## config.mk

```make
export PLATFORM = sky130hd
export DESIGN_NAME = bram_bist_ctrl
export DESIGN_NICKNAME = d
export VERILOG_FILES = /design/src/rtl/bram_bist_ctrl.sv
export SDC_FILE = /design/constraint.sdc
export NUM_CORES = 1
export LEC_CHECK = 0
export ABC_AREA = 1
export CAP_MARGIN = 40
export CORE_UTILIZATION = 52
export DETAILED_ROUTE_END_ITERATION = 8
export PLACE_DENSITY = 0.83
export SLEW_MARGIN = 20
export SYNTH_ARGS = -nofsm -noshare
export SYNTH_HDL_FRONTEND = slang
export SYNTH_SLANG_ARGS = --single-unit
```

## constraint.sdc

```tcl
create_clock -name clk -period 2.6 [get_ports clk]
set_input_delay 0.26 -clock clk [delete_from_list [all_inputs] [get_ports clk]]
set_output_delay 0.26 -clock clk [all_outputs]
set_load 0.05 [all_outputs]
```

## src/rtl/bram_bist_ctrl.sv

```systemverilog
// BIST sequencer for a simple-dual-port block RAM: writes an address-derived
// pattern, reads it back one word per cycle and reports mismatch statistics.
module bram_bist_ctrl #(
   parameter int ADDR_W = 15,
   parameter int DATA_W = 1,
   parameter int DEPTH  = 32768
) (
   input  logic              clk,
   input  logic              reset,
   input  logic              start,
   input  logic              check_only,
   input  logic              invert,
   output logic              busy,
   output logic              done,
   output logic              pass,
   output logic [15:0]       err_count,
   output logic [ADDR_W-1:0] first_fail_addr,
   output logic [ADDR_W-1:0] mem_waddr,
   output logic              mem_we,
   output logic [DATA_W-1:0] mem_din,
   output logic [ADDR_W-1:0] mem_raddr,
   input  logic [DATA_W-1:0] mem_dout
);

   typedef enum logic [2:0] {
      S_IDLE,
      S_WRITE,
      S_READ,
      S_DRAIN,
      S_DONE
   } state_t;

   // One extra counter bit so DEPTH == 2**ADDR_W still reaches its last value cleanly
   localparam logic [ADDR_W:0] LAST = (ADDR_W+1)'(DEPTH - 1);

   state_t            state_q, state_d;
   logic [ADDR_W:0]   cnt_q, cnt_d;
   logic              inv_q, inv_d;
   logic [15:0]       err_q, err_d;
   logic [ADDR_W-1:0] ffa_q, ffa_d;
   logic              pass_q, pass_d;
   logic [ADDR_W-1:0] addr_p1_q;
   logic              vld_p1_q;
   logic              mismatch;

   function automatic logic [DATA_W-1:0] pattern(input logic [ADDR_W-1:0] a,
                                                 input logic inv);
      logic [DATA_W-1:0] p;
      for (int i = 0; i < DATA_W; i++) begin
         p[i] = a[i % ADDR_W];
      end
      return p ^ {DATA_W{inv}};
   endfunction

   function automatic logic [15:0] sat_inc(input logic [15:0] v);
      return (v == 16'hFFFF) ? v : v + 16'd1;
   endfunction

   always_ff @(posedge clk or posedge reset) begin
      if (reset) begin
         state_q <= S_IDLE;
         cnt_q   <= '0;
         inv_q   <= 1'b0;
         err_q   <= '0;
         ffa_q   <= '0;
         pass_q  <= 1'b0;
      end else begin
         state_q <= state_d;
         cnt_q   <= cnt_d;
         inv_q   <= inv_d;
         err_q   <= err_d;
         ffa_q   <= ffa_d;
         pass_q  <= pass_d;
      end
   end

   // Stage p1: read address delayed to line up with the memory's registered dout
   always_ff @(posedge clk or posedge reset) begin
      if (reset) begin
         addr_p1_q <= '0;
         vld_p1_q  <= 1'b0;
      end else begin
         addr_p1_q <= cnt_q[ADDR_W-1:0];
         vld_p1_q  <= (state_q == S_READ);
      end
   end

   always_comb begin
      state_d   = state_q;
      cnt_d     = cnt_q;
      inv_d     = inv_q;
      err_d     = err_q;
      ffa_d     = ffa_q;
      pass_d    = pass_q;
      mem_we    = 1'b0;
      mem_waddr = '0;
      mem_din   = '0;
      mem_raddr = '0;

      mismatch = vld_p1_q && (mem_dout != pattern(addr_p1_q, inv_q));
      if (mismatch) begin
         err_d = sat_inc(err_q);
         if (err_q == 16'd0) begin
            ffa_d = addr_p1_q;
         end
      end

      case (state_q)
         S_IDLE, S_DONE: begin
            if (start) begin
               state_d = check_only ? S_READ : S_WRITE;
               cnt_d   = '0;
               inv_d   = invert;
               err_d   = '0;
               ffa_d   = '0;
               pass_d  = 1'b0;
            end
         end
         S_WRITE: begin
            mem_we    = 1'b1;
            mem_waddr = cnt_q[ADDR_W-1:0];
            mem_din   = pattern(cnt_q[ADDR_W-1:0], inv_q);
            if (cnt_q == LAST) begin
               state_d = S_READ;
               cnt_d   = '0;
            end else begin
               cnt_d = cnt_q + 1'b1;
            end
         end
         S_READ: begin
            mem_raddr = cnt_q[ADDR_W-1:0];
            if (cnt_q == LAST) begin
               state_d = S_DRAIN;
               cnt_d   = '0;
            end else begin
               cnt_d = cnt_q + 1'b1;
            end
         end
         S_DRAIN: begin
            state_d = S_DONE;
            pass_d  = (err_d == 16'd0);
         end
         default: state_d = S_IDLE;
      endcase
   end

   assign busy            = (state_q == S_WRITE) || (state_q == S_READ) || (state_q == S_DRAIN);
   assign done            = (state_q == S_DONE);
   assign pass            = pass_q;
   assign err_count       = err_q;
   assign first_fail_addr = ffa_q;

endmodule

```

Yosys cells after proc, flatten, opt, wreduce, memory -nomap -nowiden:

Index checks and enable logic that the tools add are counted.

* add/subtract/negate cells: 2
* equal/unequal tests: 10
* multiplexer cells: 22
* bitwise operators: 2
* reduce and logical (&&, ||, !) cells: 14

Operators by type and width (count)
* $mux W16: 6
* $mux W15: 6
* $add A16 B1 Y16 const B: 2
* $logic_not A16 Y1: 2
* $pmux W16 S2: 1
* $eq A16 B15 Y1 const B: 1
* $eq A16 B16 Y1 const B: 1
* $pmux W3 S4: 1
* $mux W3: 3
* $eq A3 B2 Y1 const B: 2
* $ne A2 B2 Y1 const B: 3
* $reduce_and A2 Y1: 3
* $reduce_bool A2 Y1: 2
* $reduce_or A2 Y1: 2
* $eq A3 B1 Y1 const B: 1
* $eq A3 B3 Y1 const B: 1
* $logic_not A3 Y1: 1
* $mux W1: 3
* $reduce_and A3 Y1: 1
* $logic_or A1 B1 Y1: 2
* $mux W2: 1
* $pmux W1 S2: 1
* $xor A1 B1 Y1: 2
* $logic_and A1 B1 Y1: 1
* $ne A1 B1 Y1: 1

* register bits: 68
* input bits: 6
* output and inout port bits: 66
* word-level logic and storage cells: 58

Depth between registers and ports, before layout:

* word-level depth: 6
* depth in mapped cells: 15
* depth with buffers taken out: 15

Worst setup path after synthesis:

OpenSTA, ideal clock, no wires.

* kind: reg2reg
* start: register err_q[1], in the netlist err_count[1]
* end: register pass_q, in the netlist pass
* data arrival time: 1.937 ns
* data required time: 2.533 ns
* setup slack: 0.597 ns
* cell stages (with the launch flop): 13
* path buffers: 0
* period minus slack after synthesis: 2.003 ns
* path through: dfrtp_1 ha_1 nand2_1 nor2_4 nand2_2 nor2_4 nand2_2 nand3_1 xor2_1 nand2_1 nor2_1 nand2_1 nand2_1

* cells in the longest elaborated chain, start to end: 5

RTL lines
* start, declared: RTL line 39 `logic [15:0] err_q, err_d;`
* start signal, assigned: RTL line 71 `err_q <= err_d;`
* $add A16 B1 Y16 or $eq A16 B16 Y1 (tied branches): RTL line 56 `return (v == 16'hFFFF) ? v : v + 16'd1;`
* $mux W16: RTL line 56
* $mux W16 (*): RTL line 101 `if (mismatch) begin`
* $logic_not A16 Y1 (*): RTL line 141 `pass_d = (err_d == 16'd0);`
* $pmux W1 S2 (*): RTL line 108 `case (state_q)`
* end signal, assigned: RTL line 73 `pass_q <= pass_d;`
* end, declared: RTL line 41 `logic pass_q, pass_d;`

Every way passes the cells marked *; elsewhere a longest branch is shown, timed or not.
A chain may end at the register's enable or synchronous reset.

Worst setup path in the final report:

* start: register state_q[2]
* end: output mem_raddr[9]

* cells in the longest elaborated chain, start to end: 2

RTL lines
* start, declared: RTL line 36 `state_t state_q, state_d;`
* start signal, assigned: RTL line 68 `state_q <= state_d;`
* $eq A3 B2 Y1: RTL line 108
* $mux W15: RTL line 108
* end, declared: RTL line 21 `output logic [ADDR_W-1:0] mem_raddr,`

No other way between the ends.

==> out/results.txt <==
xor/xnor share of the synthesized area -> 1.21%
most frequent cells in the layout -> 87 x nor2_1, 86 x nand2_1, 68 x dfrtp_1, 68 x clkdlybuf4s50_1, 48 x inv_1
maximum capacitance violations -> 0
die height -> 85.3 um
first drt pass iteration count -> 5
via count -> 3518
final net count -> 556
Crit path required time -> 2.34 ns
Num CTS Buffers -> 9
initial antenna violation count -> 0
largest family of logic cells by synthesized area -> simple AND/OR/NAND/NOR gates
Initial Util -> 55.2%
final instance count without filler cells -> 629
die area -> 7270 um2
Setup TNS -> 0 ns
core area -> 6530 um2
crit-path leading delay family -> buffers and inverters
GPL Wtd Cong -> 0.952
placed insts -> 613
vias per cell -> 5.59
share of cells above drive strength 1 -> 10.1%
Fin. Hold Viols -> 0
grt ovf -> 0
global-route wire length before repair -> 15900 um
Total Power -> 4380 uW
Post-Syn Nets -> 479
Pins Over Slew Limit -> 0
asr flop ratio synth -> 100%
critical path's slowest cell -> clkdlybuf4s50_1
row count -> 29
clk buf depth -> 2
CTS tree -> yes
placed inst area -> 4410 um2
synthesis-stage register bit count -> 68
clock share of power -> 23.0%
post-synthesis simple-gate area fraction -> 34.5%
drt initial violations -> 302
min Tclk post-route -> 2.50 ns
clk_lat worst skew -> 0.34 ns
commonest non-fill, non-tap cell in the layout -> nor2_1
clock root cell -> clkbuf_8
Final Cycle Share -> 96.0%
Pwr Density -> 941 nW/um2
crit path from -> state_q[2]$_DFFE_PP0P_
Switching Power -> 1970 uW
crit path capture type -> output port
worst setup path category -> flip-flop to output port
Util after Layout -> 71.2%
crit-path cells -> inv_2, nand3_2, nor2_1, clkdlybuf4s50_1
CTS clk-pin slew, worst paths -> 0.08 ns
CP Data Arrival Time -> 2.24 ns
post-route cell area -> 4650 um2
Worst Path Buf+Inv -> 2
Antenna Cells -> 0
DRC Markers -> 0
Critical Path Start Type -> flip-flop
Setup violations, final -> 0
syn avg cell area -> 7.67 um2
drt wl/cell -> 15.1 um
Detailed Route WL -> 9470 um
adder-cell share of the synthesized area -> 1.04%
post-synthesis cell count -> 470
vias in the first global route -> 3247
multiplexer area fraction after synthesis -> 0.277%
Antenna Nets Post-Route -> 0
Worst-Margin Slew -> 0.522 ns
num ports -> 72
Port Buffers -> 71
Sw Share -> 45.1%
launching point of the worst reg2reg path -> state_q[2]$_DFFE_PP0P_
worst min-delay path class -> primary input to asynchronous set/reset pin
Internal Pwr Total -> 2400 uW
clk sinks -> 68
DP HPWL -> 6800 um
outcome -> complete, no violations
Comb pwr share -> 45.0%
Seq pwr share -> 32.0%
pin count of the biggest net entering global routing -> 69
relative max-transition margin -> 65.1%
Area Growth Syn to Fin -> 28.9%
Seq/Total Area, Yosys -> 47.2%
RSZ-0062 raised after global routing -> false
crit path max fanout -> 18
fmax -> 401 MHz
Post-synth EDFFs -> 0
Synth Warn # -> 0
post-synthesis compound-gate area fraction -> 8.46%
VDD IR-drop max -> 0.824 mV
slowest stage delay, CP -> 0.84 ns
Pleak -> 0.00213 uW
H-tree levels -> 3
top_reg_cell synth -> dfrtp_1
final setup skew -> 0.00825 ns
Post-CTS Setup Bufs -> 0
GRT Util Overall -> 27.8%
Die Width -> 85.3 um
cell area after synthesis -> 3610 um2
synth unique cells -> 29
-- final cells by class --
cell class              count  area, um2
clock buffers              10        138
multi-input cells         336       1640
flip-flops and latches     68       1700
repair buffers             76        768
fillers                   484       1880
clock inverters             6       95.1
inverters                  56        210
well taps                  77       96.3
-- cells by family after synthesis --
kind of cell / after synthesis
compound gates: 59
xor+xnor: 5
fa+ha+maj: 3
buf+inv: 66
flops: 68
mux: 1
simple gates: 268
-- path summary, 6_finish.rpt --
check	to	slack, ns	depth (start not counted)
min	first_fail_addr[7]$_DFF_PP0_	0.32	3
min reg2reg	addr_p1_q[5]$_DFF_PP0_	0.38	0
max reg2reg	cnt_q[11]$_DFFE_PP0P_	0.45	10
max in group asynchronous	err_count[7]$_DFF_PP0_	2.00	3
min in group clk	addr_p1_q[5]$_DFF_PP0_	0.38	0
max	mem_raddr[9]	0.10	4
-- repair_timing --
item | CTS | global route
endpoints found under the hold margin | 0 | 0
resized for setup | 0 | 3
hold buffers | 0 | 0
endpoints found under the setup margin | 0 | 3
-- sequential cells by signal, indices dropped and copies added, names as in the netlist --
register	cells
cnt_q	16
err_count	16
addr_p1_q	15
first_fail_addr	15
state_q	3
inv_q	1
pass	1
vld_p1_q	1
-- layer usage --
metal | track usage [%] | share of wire [%] | up-vias
met4 | 10.5 | 1.9 | 0
li1 | - | - | 1682
met5 | 0 | 0 | -
met1 | 40.6 | 45 | 1657
met3 | 4.67 | 7.3 | 22
met2 | 41.9 | 46 | 157
-- tightest hold or removal path, delay by kind of cell --
family / cells / cell delay [ns]
buffers and inverters: 3 / 0.81
-- cells in the mapped netlist (2+ instances only) --
| library cell | count | area (um2) |
|---|---|---|
| nand2_2 | 6 | 37.5 |
| dfrtp_1 | 68 | 1700 |
| nand3b_1 | 2 | 15.0 |
| inv_2 | 7 | 26.3 |
| inv_1 | 49 | 184 |
| xor2_1 | 5 | 43.8 |
| nand3_2 | 3 | 30.0 |
| nand3_1 | 28 | 140 |
| buf_4 | 2 | 15.0 |
| nor2_4 | 7 | 78.8 |
| ha_1 | 3 | 37.5 |
| o22ai_1 | 4 | 25.0 |
| buf_2 | 2 | 10.0 |
| nand2_1 | 86 | 323 |
| clkbuf_1 | 5 | 18.8 |
| nor4_1 | 6 | 37.5 |
| nor2_2 | 7 | 43.8 |
| nor3_1 | 25 | 125 |
| o21ai_0 | 27 | 135 |
| nor3_2 | 4 | 40.0 |
| nor3b_1 | 2 | 15.0 |
| nor2_1 | 87 | 327 |
| o21ai_1 | 7 | 35.0 |
| a21oi_1 | 19 | 95.1 |
| nand4_1 | 5 | 31.3 |
-- power by group through the flow --
stage | Clock, uW | Sequential, uW | Combinational [uW]
final | 1000 | 1400 | 1970
after global routing | 1070 | 1420 | 2120
after CTS | 1020 | 1400 | 1960
after detailed placement | 0 | 1420 | 1950
after global placement | 0 | 1410 | 1900
after floorplan | 0 | 1710 | 1100
-- metrics by stage --
| step | hold slack (ns) | worst slack [ns] |
|---|---|---|
| after detailed placement | 0.374 | 0.418 |
| after floorplan | 0.354 | 0.597 |
| after CTS | 0.319 | 0.0907 |
| after global placement | 0.363 | 0.489 |
| final | 0.316 | 0.104 |
| after global routing | 0.338 | 0.00128 |
Power figures use the tool's default switching activity.
==> edit (same flow settings) <==
The 5 states of `state_t` get a one-hot encoding in 5 bits.
--- a/src/rtl/bram_bist_ctrl.sv
+++ b/src/rtl/bram_bist_ctrl.sv
@@ -24,8 +24,8 @@
 
-   typedef enum logic [2:0] {
-      S_IDLE,
-      S_WRITE,
-      S_READ,
-      S_DRAIN,
-      S_DONE
+   typedef enum logic [4:0] {
+      S_IDLE  = 5'b00001,
+      S_WRITE = 5'b00010,
+      S_READ  = 5'b00100,
+      S_DRAIN = 5'b01000,
+      S_DONE  = 5'b10000
    } state_t;
Behaviour: no difference found for any inputs over 10 cycles, from zero or initial values and one cycle with reset high; not proved beyond that.
==> edit against the original RTL <==
- total power is 1.2% lower
- cell area is 6.5% higher
- routed wire length is 4.5% higher
- area after synthesis is 6.2% higher
- critical path depth stayed put
- first-iteration DRC count is 18% lower
- setup slack better by 0.055 ns
- sequential cell count is 2 higher
- sequential power is 6% higher
- clock skew is 0.0077 ns higher
- sequential share of layout area is 1.2 points lower
- cell count is 5.7% higher
- clock power is 13% lower
==> edit: results (changes against the original RTL) <==
| Metric | Value |
|---|---|
| Outcome | `finished clean` |
| Global-route wire length before repair | `16,430 um (+3.4%)` |
| Non-Filler Instances | `665 (+5.7%)` |
| Grt met2 use | `0.4341 (+0.01549)` |
| Placed instance area | `4756 sq um (+7.9%)` |
| Sw Ratio | `0.4599 (+0.009149)` |
| Commonest cells in the netlist | `nand2_1, nor2_1, dfrtp_1` |
| Mux contribution to synthesized area | `0.002612 (-0.0001631)` |
| Synth top area cells | `dfrtp_1, nand2_1, nor2_1, inv_1, nand3_1` |
| Final GP Congestion | `1.014 (+6.4%)` |
| Met3 WL post-DR | `703 um (+1.0%)` |
| Vias in the first global route | `3,422 (+5.4%)` |
| Crit path max fanout | `5 (-13)` |
| Filler cells | `510 (+5.4%)` |
| WL/cell | `14.88 um (-1.2%)` |
| Inst Count DP | `649 (+5.9%)` |
| Starting DRT DRC Count | `248 (-18%)` |
| Logic pwr share | `0.456 (+0.006)` |
| Global routing usage on met1 | `0.3917 (-0.01458)` |
| Clk_skew | `0.01594 ns (+0.007689 ns)` |
| Peak supply drop | `0.7337 mV (-11%)` |
| Sequential Area | `1753 sq um (+3.0%)` |
| Pwr Density | `872.8 nW/um^2 (-7.3%)` |
| Seq/Total Area, Yosys | `0.4574 (-0.01434)` |
| GR Util met3 | `0.04053 (-0.006165)` |
| Routed met1 length | `4290 um (+0.54%)` |
| Layout cells sized above 1 | `0.1652 (+0.06375)` |
| Hold Slack | `0.2682 ns (-0.04787 ns)` |
| CP max stage delay | `0.88 ns (+0.04 ns)` |
| Fin nets | `573 (+3.1%)` |
| Distinct cell type count after synthesis | `39 (+34%)` |
| WP data arrival | `2.18 ns (-0.06 ns)` |
| Met2 routed WL | `4684 um (+8.3%)` |
| Reg2reg end | `pass` |
| Synth Area in Compound Gates | `0.1048 (+0.02017)` |
| R2r setup slk | `0.52 ns (+0.07 ns)` |
| GRT Resource Usage Total | `0.2789 (+0.0005675)` |
| Largest net degree at the start of global routing | `47 (-32%)` |
| Pre-CTS setup slack | `0.3488 ns (-0.06948 ns)` |
| Drt via density | `5.549 (-0.79%)` |
| Syn nets | `499 (+4.2%)` |
| RR Startpoint | `err_count[0]` |
| Synth Area in Adders | `0.009794 (-0.0006115)` |
| Slew margin rel. | `0.6425 (-0.008270)` |
| Pleak | `2.247 nW (+5.7%)` |
[edit: repair_timing]
item / 4_1_cts / 5_1_grt
endpoints found under the setup margin: 1 / 0
buffers inserted: 0 / 0
gates resized for setup: 1 / 0
[edit: area by class of cell]
class,instances,area share
flip-flops and latches,70,0.3540
well taps,96,0.02425
clock inverters,6,0.01415
inverters,62,0.04699
repair buffers,75,0.1766
clock buffers,10,0.02577
multi-input cells,346,0.3583
[edit: worst max path at each step]
stage	start	slack (ns)	to	depth (start not counted)
after floorplan	state_q[3]	-0.12	mem_waddr[10]	6
after global placement	state_q[4]	0.39	busy	4
after detailed placement	state_q[4]	0.35	busy	4
after CTS	state_q[3]	0.16	mem_we	4
after global routing	state_q[3]	0.12	mem_we	4
final	state_q[3]	0.16	mem_we	4
[edit: worst reg2reg max path: cells and delay by family, from the launching register on]
kind | cells | cell delay [ns]
DFF | 1 | 0.46
AOI/OAI and AO/OA | 1 | 0.18
and+or+nand+nor | 10 | 1.11
adders and majority gates | 1 | 0.24
